**src/rtl/mem_port_arbiter_if.sv**
```systemverilog
// Bus bundle between the IF/MEM requesters, the arbiter and the single-port memory.
// The slave modport is the arbiter's view; master is the requester/memory side.
interface mem_port_arbiter_if;
  logic        if_req;
  logic [31:0] if_addr;
  logic        if_gnt;
  logic        if_rvalid;
  logic [31:0] if_rdata;

  logic        dm_req;
  logic        dm_we;
  logic [31:0] dm_addr;
  logic [31:0] dm_wdata;
  logic        dm_gnt;
  logic        dm_rvalid;
  logic [31:0] dm_rdata;

  logic        mem_en;
  logic        mem_we;
  logic [31:0] mem_addr;
  logic [31:0] mem_wdata;
  logic [31:0] mem_rdata;

  modport slave (
    input  if_req, if_addr,
    output if_gnt, if_rvalid, if_rdata,
    input  dm_req, dm_we, dm_addr, dm_wdata,
    output dm_gnt, dm_rvalid, dm_rdata,
    output mem_en, mem_we, mem_addr, mem_wdata,
    input  mem_rdata
  );

  modport master (
    output if_req, if_addr,
    input  if_gnt, if_rvalid, if_rdata,
    output dm_req, dm_we, dm_addr, dm_wdata,
    input  dm_gnt, dm_rvalid, dm_rdata,
    input  mem_en, mem_we, mem_addr, mem_wdata,
    output mem_rdata
  );
endinterface

```
**src/rtl/mem_port_arbiter.sv**
```systemverilog
// Shares one single-port synchronous memory between instruction fetch and data access.
// Data wins contention unless fetch has lost STARVE_MAX arbitrations in a row.
module mem_port_arbiter #(
  parameter int MEM_LAT    = 1,
  parameter int STARVE_MAX = 4
) (
  input  logic              clk,
  input  logic              reset_n,
  mem_port_arbiter_if.slave bus
);

  typedef enum logic {IDLE, BUSY} state_e;
  typedef enum logic {OWN_IF, OWN_DM} owner_e;

  localparam logic [2:0] LAT  = 3'(MEM_LAT);
  localparam logic [3:0] SMAX = 4'(STARVE_MAX);

  state_e     state_q, state_d;
  owner_e     owner_q, owner_d;
  logic [2:0] latCnt_q, latCnt_d;
  logic [3:0] starveCnt_q, starveCnt_d;

  logic complete;
  logic canArb;
  logic ifGnt;
  logic dmGnt;

  always_ff @(posedge clk or negedge reset_n) begin
    if (!reset_n) begin
      state_q     <= IDLE;
      owner_q     <= OWN_IF;
      latCnt_q    <= '0;
      starveCnt_q <= '0;
    end else begin
      state_q     <= state_d;
      owner_q     <= owner_d;
      latCnt_q    <= latCnt_d;
      starveCnt_q <= starveCnt_d;
    end
  end

  // Arbitration is open when idle or on the completion cycle, so a new grant can overlap rvalid.
  always_comb begin
    state_d     = state_q;
    owner_d     = owner_q;
    latCnt_d    = latCnt_q;
    starveCnt_d = starveCnt_q;
    ifGnt       = 1'b0;
    dmGnt       = 1'b0;

    complete = (state_q == BUSY) && (latCnt_q == LAT);
    canArb   = reset_n && ((state_q == IDLE) || complete);

    if (canArb) begin
      if (bus.dm_req && !(bus.if_req && (starveCnt_q == SMAX))) begin
        dmGnt = 1'b1;
      end else if (bus.if_req) begin
        ifGnt = 1'b1;
      end
    end

    if (ifGnt || dmGnt) begin
      state_d  = BUSY;
      owner_d  = dmGnt ? OWN_DM : OWN_IF;
      latCnt_d = 3'd1;
    end else if (complete) begin
      state_d  = IDLE;
      latCnt_d = 3'd0;
    end else if (state_q == BUSY) begin
      latCnt_d = 3'(latCnt_q + 3'd1);
    end

    if (!bus.if_req || ifGnt) begin
      starveCnt_d = 4'd0;
    end else if (dmGnt && (starveCnt_q != SMAX)) begin
      starveCnt_d = 4'(starveCnt_q + 4'd1);
    end
  end

  always_comb begin
    bus.if_gnt    = ifGnt;
    bus.dm_gnt    = dmGnt;
    bus.mem_en    = 1'b0;
    bus.mem_we    = 1'b0;
    bus.mem_addr  = '0;
    bus.mem_wdata = '0;

    if (dmGnt) begin
      bus.mem_en    = 1'b1;
      bus.mem_we    = bus.dm_we;
      bus.mem_addr  = bus.dm_addr;
      bus.mem_wdata = bus.dm_wdata;
    end else if (ifGnt) begin
      bus.mem_en   = 1'b1;
      bus.mem_addr = bus.if_addr;
    end

    // Read data is only steered to the owner on its completion cycle.
    bus.if_rvalid = complete && (owner_q == OWN_IF);
    bus.dm_rvalid = complete && (owner_q == OWN_DM);
    bus.if_rdata  = bus.if_rvalid ? bus.mem_rdata : 32'd0;
    bus.dm_rdata  = bus.dm_rvalid ? bus.mem_rdata : 32'd0;
  end

endmodule

```
**src/flat_wrapper.sv**
```systemverilog
// flat-port wrapper written by rule: the top's interface ports become plain ports
module mem_port_arbiter_flat 
#(
  parameter int MEM_LAT    = 1,
  parameter int STARVE_MAX = 4
)
  (clk, reset_n, bus_if_req, bus_if_addr, bus_if_gnt, bus_if_rvalid, bus_if_rdata, bus_dm_req, bus_dm_we, bus_dm_addr, bus_dm_wdata, bus_dm_gnt, bus_dm_rvalid, bus_dm_rdata, bus_mem_en, bus_mem_we, bus_mem_addr, bus_mem_wdata, bus_mem_rdata);
  mem_port_arbiter_if bus_i ();
  input  logic clk;
  input  logic reset_n;
  input wire logic [$bits(bus_i.if_req)-1:0] bus_if_req;
  input wire logic [$bits(bus_i.if_addr)-1:0] bus_if_addr;
  output wire logic [$bits(bus_i.if_gnt)-1:0] bus_if_gnt;
  output wire logic [$bits(bus_i.if_rvalid)-1:0] bus_if_rvalid;
  output wire logic [$bits(bus_i.if_rdata)-1:0] bus_if_rdata;
  input wire logic [$bits(bus_i.dm_req)-1:0] bus_dm_req;
  input wire logic [$bits(bus_i.dm_we)-1:0] bus_dm_we;
  input wire logic [$bits(bus_i.dm_addr)-1:0] bus_dm_addr;
  input wire logic [$bits(bus_i.dm_wdata)-1:0] bus_dm_wdata;
  output wire logic [$bits(bus_i.dm_gnt)-1:0] bus_dm_gnt;
  output wire logic [$bits(bus_i.dm_rvalid)-1:0] bus_dm_rvalid;
  output wire logic [$bits(bus_i.dm_rdata)-1:0] bus_dm_rdata;
  output wire logic [$bits(bus_i.mem_en)-1:0] bus_mem_en;
  output wire logic [$bits(bus_i.mem_we)-1:0] bus_mem_we;
  output wire logic [$bits(bus_i.mem_addr)-1:0] bus_mem_addr;
  output wire logic [$bits(bus_i.mem_wdata)-1:0] bus_mem_wdata;
  input wire logic [$bits(bus_i.mem_rdata)-1:0] bus_mem_rdata;
  assign bus_i.if_req = bus_if_req;
  assign bus_i.if_addr = bus_if_addr;
  assign bus_if_gnt = bus_i.if_gnt;
  assign bus_if_rvalid = bus_i.if_rvalid;
  assign bus_if_rdata = bus_i.if_rdata;
  assign bus_i.dm_req = bus_dm_req;
  assign bus_i.dm_we = bus_dm_we;
  assign bus_i.dm_addr = bus_dm_addr;
  assign bus_i.dm_wdata = bus_dm_wdata;
  assign bus_dm_gnt = bus_i.dm_gnt;
  assign bus_dm_rvalid = bus_i.dm_rvalid;
  assign bus_dm_rdata = bus_i.dm_rdata;
  assign bus_mem_en = bus_i.mem_en;
  assign bus_mem_we = bus_i.mem_we;
  assign bus_mem_addr = bus_i.mem_addr;
  assign bus_mem_wdata = bus_i.mem_wdata;
  assign bus_i.mem_rdata = bus_mem_rdata;
  mem_port_arbiter #(.MEM_LAT(MEM_LAT), .STARVE_MAX(STARVE_MAX)) u_core (.clk(clk), .reset_n(reset_n), .bus(bus_i));
endmodule
```
**config.mk**
```make
export PLATFORM = sky130hd
export DESIGN_NAME = mem_port_arbiter_flat
export DESIGN_NICKNAME = d
export VERILOG_FILES = /design/src/rtl/mem_port_arbiter_if.sv /design/src/rtl/mem_port_arbiter.sv /design/src/flat_wrapper.sv
export SDC_FILE = /design/constraint.sdc
export NUM_CORES = 1
export LEC_CHECK = 0
export CORE_AREA = 2 2 103 105
export CTS_CLUSTER_SIZE = 40
export DETAILED_ROUTE_END_ITERATION = 6
export DIE_AREA = 0 0 105 107
export GPL_TIMING_DRIVEN = 0
export PLACE_DENSITY = 0.6
export REMOVE_ABC_BUFFERS = 1
export SLEW_MARGIN = 0
export SYNTH_ARGS = -nofsm -noshare
export SYNTH_HDL_FRONTEND = slang
export SYNTH_SLANG_ARGS = --single-unit
```
**constraint.sdc**
```tcl
create_clock -name clk -period 3.9 [get_ports clk]
set_input_delay 0.975 -clock clk [delete_from_list [all_inputs] [get_ports clk]]
set_output_delay 0.975 -clock clk [all_outputs]
set_load 0.005 [all_outputs]
```
Word level (Yosys, flattened, before mapping)
Index checks and enable logic that the tools add are counted.
- add/sub/neg operators: 2
- multipliers: 0
- div/mod/pow operators: 0
- $lt $le $gt $ge: 0
- equality and inequality tests: 3
- shifts and indexed selects: 0
- mux-type cells: 21
- bitwise logic cells: 2
- reductions and logical operators: 15
- operators with widths (kind ; count):
    $mux 32 ; 5
    $mux 1 ; 11
    $mux 3 ; 3
    $mux 4 ; 2
    $logic_and 1x1->1 ; 7
    $add 4x1->4 const B ; 1
    $eq 4x3->1 const B ; 1
    $ne 4x3->1 const B ; 1
    $reduce_bool 2->1 ; 2
    $add 3x1->3 const B ; 1
    $eq 3x1->1 const B ; 1
    $logic_or 1x1->1 ; 3
    $reduce_bool 3->1 ; 1
    $logic_not 1->1 ; 2
    $not 1->1 ; 2
- flip-flop bits (word level): 9
- bits in latches: 0
- RAM bits: 0
- memory bits (read-only): 0
- logic and storage cells: 47
- memories: 0

Logic depth before layout (Yosys ltp)
- word-level depth: 9
- mapped depth: 8
- depth with buffers taken out: 7

Least setup slack after synthesis
Ideal clock, no wire load.
- path type: input port to output port
- from: in bus_if_req
- to: out bus_mem_addr[10]
- data arrival time: 1864 ps
- data required time: 2925 ps
- slack: 1061 ps
- stages on the path: 7
- buffers on the path: 3
- cells stage by stage: buf_2 -> nand4b_1 -> and2_1 -> clkbuf_1 -> buf_2 -> a22oi_1 -> nor2_1
- word-level cells in the longest chain between the ends: 7
- elaborated cells between the ends (all ways): 10
- RTL lines (element ; RTL line ; text):
    start: declaration ; flat_wrapper.sv:11 ; input wire logic [$bits(bus_i.if_req)-1:0] bus_if_req;
    $logic_and 1x1->1 ; mem_port_arbiter.sv:55 ; if (bus.dm_req && !(bus.if_req && (starveCnt_q == SMAX))) begin
    $logic_not 1->1 ; mem_port_arbiter.sv:55 ;
    $logic_and 1x1->1 ; mem_port_arbiter.sv:55 ;
    $mux 1 ; mem_port_arbiter.sv:55 ;
    $mux 1 ; mem_port_arbiter.sv:54 ; if (canArb) begin
    $mux 32 ; mem_port_arbiter.sv:93 ; end else if (ifGnt) begin
    $mux 32 * ; mem_port_arbiter.sv:88 ; if (dmGnt) begin
    end: declaration ; flat_wrapper.sv:25 ; output wire logic [$bits(bus_i.mem_addr)-1:0] bus_mem_addr;
Every way passes the cells marked *; elsewhere a longest branch is shown, timed or not.

Worst setup path in the final report
- from: in reset_n
- to: out bus_mem_wdata[31]
- word-level cells in the longest chain between the ends: 3
- RTL lines (element ; RTL line ; text):
    start: declaration ; flat_wrapper.sv:10 ; input logic reset_n;
    $logic_and 1x1->1 ; mem_port_arbiter.sv:52 ; canArb = reset_n && ((state_q == IDLE) || complete);
    $mux 1 ; mem_port_arbiter.sv:54 ;
    $mux 32 ; mem_port_arbiter.sv:88 ;
    end: declaration ; flat_wrapper.sv:26 ; output wire logic [$bits(bus_i.mem_wdata)-1:0] bus_mem_wdata;
Every way passes these cells.

==> flow_metrics.env <==
export IMPL_outcome="finished clean"
export IMPL_cp_data_required_time_ps=2920
export IMPL_antenna_found_initial=2
export IMPL_period_minus_slack_ps=3772
export IMPL_cts_tree="built"
export IMPL_yosys_area_top_type="and2_1"
export IMPL_grt_ovfl_total=0
export IMPL_clock_skew_ps=0.4127
export IMPL_gp_congestion=0.8343
export IMPL_row_count=37
export IMPL_syn_inst=243
export IMPL_worstSetupStartpointType="input pin"
export IMPL_crit_path_end_kind="output pin"
export IMPL_via_per_inst=4.249
export IMPL_core_sq_um=10090
export IMPL_drc=0
export IMPL_die_area_sq_um=11240
export IMPL_r2r_setup_slack_ps=1910
export IMPL_wl_met3_microns=912
export IMPL_vias=2711
export IMPL_placed_area_sq_um=4387
export IMPL_wl_microns=10520
export IMPL_final_period_utilization_pct=96.72
export IMPL_maxSlewViolCount=0
export IMPL_yosysUniqueCellTypes=32
export IMPL_synth_area_leaders="and2_1 38%, a22oi_1 15%, dfrtp_1 14%"
export IMPL_crit_fanout=17
export IMPL_track_usage_pct=17.00
export IMPL_cts_root_buf="clkbuf_8"
export IMPL_htree_levels=1
export IMPL_synth_top_area_share_pct=37.91
export IMPL_setup_viol=0
export IMPL_worstSetupPathType="in -> out"
export IMPL_slowest_stage="clkdlybuf4s50_1"
export IMPL_m1WireLength_microns=3994
export IMPL_power_frac_comb_pct=80.8
export IMPL_final_hold_violation_count=0
export IMPL_clkPwrFrac_pct=8.2
export IMPL_yosysWarningCount=0
export IMPL_cts_sinks=9
export IMPL_whs_ps=552.3
export IMPL_die_width_microns=105
export IMPL_power_leakage_nw=1.745
export IMPL_wl_met2_microns=5456
export IMPL_grt_max_degree=35
export IMPL_sequentialPowerShare_pct=11.0
export IMPL_grt_pass1_vias=2749
export IMPL_layoutNonFillerInstCount=638
export IMPL_post_dp_hpwl_microns=8419
export IMPL_crit_arrival_ps=2800
export IMPL_synth_ff_type="dfrtp_1"
export IMPL_ant_nets=0
export IMPL_path_cells="clkdlybuf4s15_2 -> a21boi_4 -> and3_2 -> and2_1 -> clkdlybuf4s50_1"
export IMPL_initial_utilization_pct=16.35
export IMPL_io_pin_count=267
export IMPL_p_int_mw=0.8503
export IMPL_maxUsedRoutingLayer="met4"
export IMPL_syn_avg_cell_area_sq_um=6.791
export IMPL_drtIter0Drc=124
export IMPL_power_switching_mw=0.4964
export IMPL_ir_drop_mv=0.1501
export IMPL_cts_hold_buffers_added=0
export IMPL_powerDensity_nw_per_um2=295.7
export IMPL_place_inst=625
export IMPL_max_cap_viol_count=0
export IMPL_dr_pass1_iters=4
export IMPL_cts_buffers=3
export IMPL_tightest_slew_ps=928.4
export IMPL_syn2layout_area_growth_pct=176.0
export IMPL_async_reset_ff_share_pct=100.0
export IMPL_setup_tns_ps=0
export IMPL_die_h_microns=107
export IMPL_rsz0062_at_grt="no"
export IMPL_ys_ff_latch=9
export IMPL_clkLatencyLatePin_ps=230
export IMPL_min_path_type="reg -> reg"
export IMPL_synth_edf_count=0
export IMPL_cpPeakStageDelay_ps=520
export IMPL_p_total_mw=1.347
export IMPL_fmax_mhz=265.1
export IMPL_grt_pass1_wl_microns=14980
export IMPL_detail_route_wl_per_cell_microns=16.48
export IMPL_ys_seq_area_share_pct=13.65
export IMPL_num_nets_final=638
export IMPL_worst_slew_margin_rel_pct=37.91
export IMPL_drive_gt1_share_pct=4.400
export IMPL_syn_area_sq_um=1650
export IMPL_swShare_pct=36.86
export IMPL_path_clk_slew_ps=50
export IMPL_io_buffers=266
export IMPL_cts_buffer_depth=2
export IMPL_final_area_sq_um=4554
==> per-layer routing <==
layer / up-vias / track usage [%]
met1: 1209 / 18.97
met5: - / 0
li1: 1329 / -
met4: 0 / 5.143
met2: 160 / 31.63
met3: 13 / 4.316
==> worst max-delay path, delay by kind of cell <==
family,cells,cell delay (ps)
and+or+nand+nor,2,570
buffers and inverters,2,890
AOI/OAI and AO/OA,1,360
==> cells in the mapped netlist, types with 2 or more instances <==
library cell    n
and2_1        100
nor2_1         35
a22oi_1        32
buf_2          14
dfrtp_1         9
buf_4           4
ha_1            4
inv_1           4
nand2_1         4
nand3_1         4
a21oi_1         3
clkbuf_1        3
nor3_1          3
a21boi_2        2
and3_1          2
inv_2           2
o211ai_1        2
o21ai_1         2
==> power groups by stage <==
stage | clock network [mW] | logic (mW) | registers [mW]
floorplan | 0 | 0.377 | 0.141
global placement | 0 | 1.05 | 0.145
detailed placement | 0 | 1.07 | 0.147
CTS | 0.112 | 1.08 | 0.145
global route | 0.117 | 1.18 | 0.153
finish | 0.110 | 1.09 | 0.149
==> path summary, 6_finish.rpt <==
path	startpoint	endpoint	depth (start not counted)
hold / removal	u_core.latCnt_q[1]	u_core.latCnt_q[1]	2
setup reg to reg	u_core.latCnt_q[0]	u_core.starveCnt_q[3]	5
setup / recovery	reset_n	bus_mem_wdata[31]	5
max in group asynchronous	reset_n	u_core.starveCnt_q[3]	1
hold reg to reg	u_core.latCnt_q[1]	u_core.latCnt_q[1]	2
min in group asynchronous	reset_n	u_core.latCnt_q[2]	1
==> through the flow <==
step,utilization [%],setup slack [ps]
final,45.13,128.1
after CTS,44.78,6.036
after global routing,45.13,1.760
after global placement,43.32,-820.2
after detailed placement,43.47,-838.8
after floorplan,-,870.6
==> kinds of logic after synthesis <==
family | count (synthesis) | synth area share, %
AND/OR/NAND/NOR | 155 | 53.53
AO/OA/AOI/OAI | 47 | 21.00
buffers and inverters | 27 | 8.112
flip-flops | 9 | 13.65
adder cells (fa/ha/maj) | 4 | 3.033
multiplexers | 1 | 0.6823
==> sequential cells by signal, summed over array words and instances (netlist names) <==
| signal | flops |
|---|---|
| u_core.owner_q | 1 |
| u_core.latCnt_q | 3 |
| u_core.starveCnt_q | 4 |
| u_core.state_q | 1 |
==> cell type report <==
class                      count  area, sq um
fill                        1052         5538
timing repair buffer         271         2733
multi-input combinational    210         1354
sequential                     9        225.2
tap                          136        170.2
clock buffer                   4        45.04
inverter                       6        22.52
antenna                        2        5.005
==> cells in the final DEF, fill, tap and decap left out, drive strengths merged, types with 2 or more instances in the layout <==
cell type / n
clkdlybuf4s50: 263
inv: 6
diode: 2
a21oi: 3
nand2: 4
nor2: 35
ha: 4
o211ai: 2
and2: 101
a21boi: 4
clkbuf: 4
buf: 5
o21ai: 4
dfrtp: 9
nor3: 4
and3: 3
clkdlybuf4s15: 2
nand3: 4
a22oi: 32
==> repair_timing <==
action | in CTS | in global routing
gates cloned | 2 | 1
pin swaps | 2 | 2
setup buffers | 3 | 1
gates resized for setup | 11 | 2
setup endpoints to repair | 68 | 44
Power figures use the tool's default switching activity.
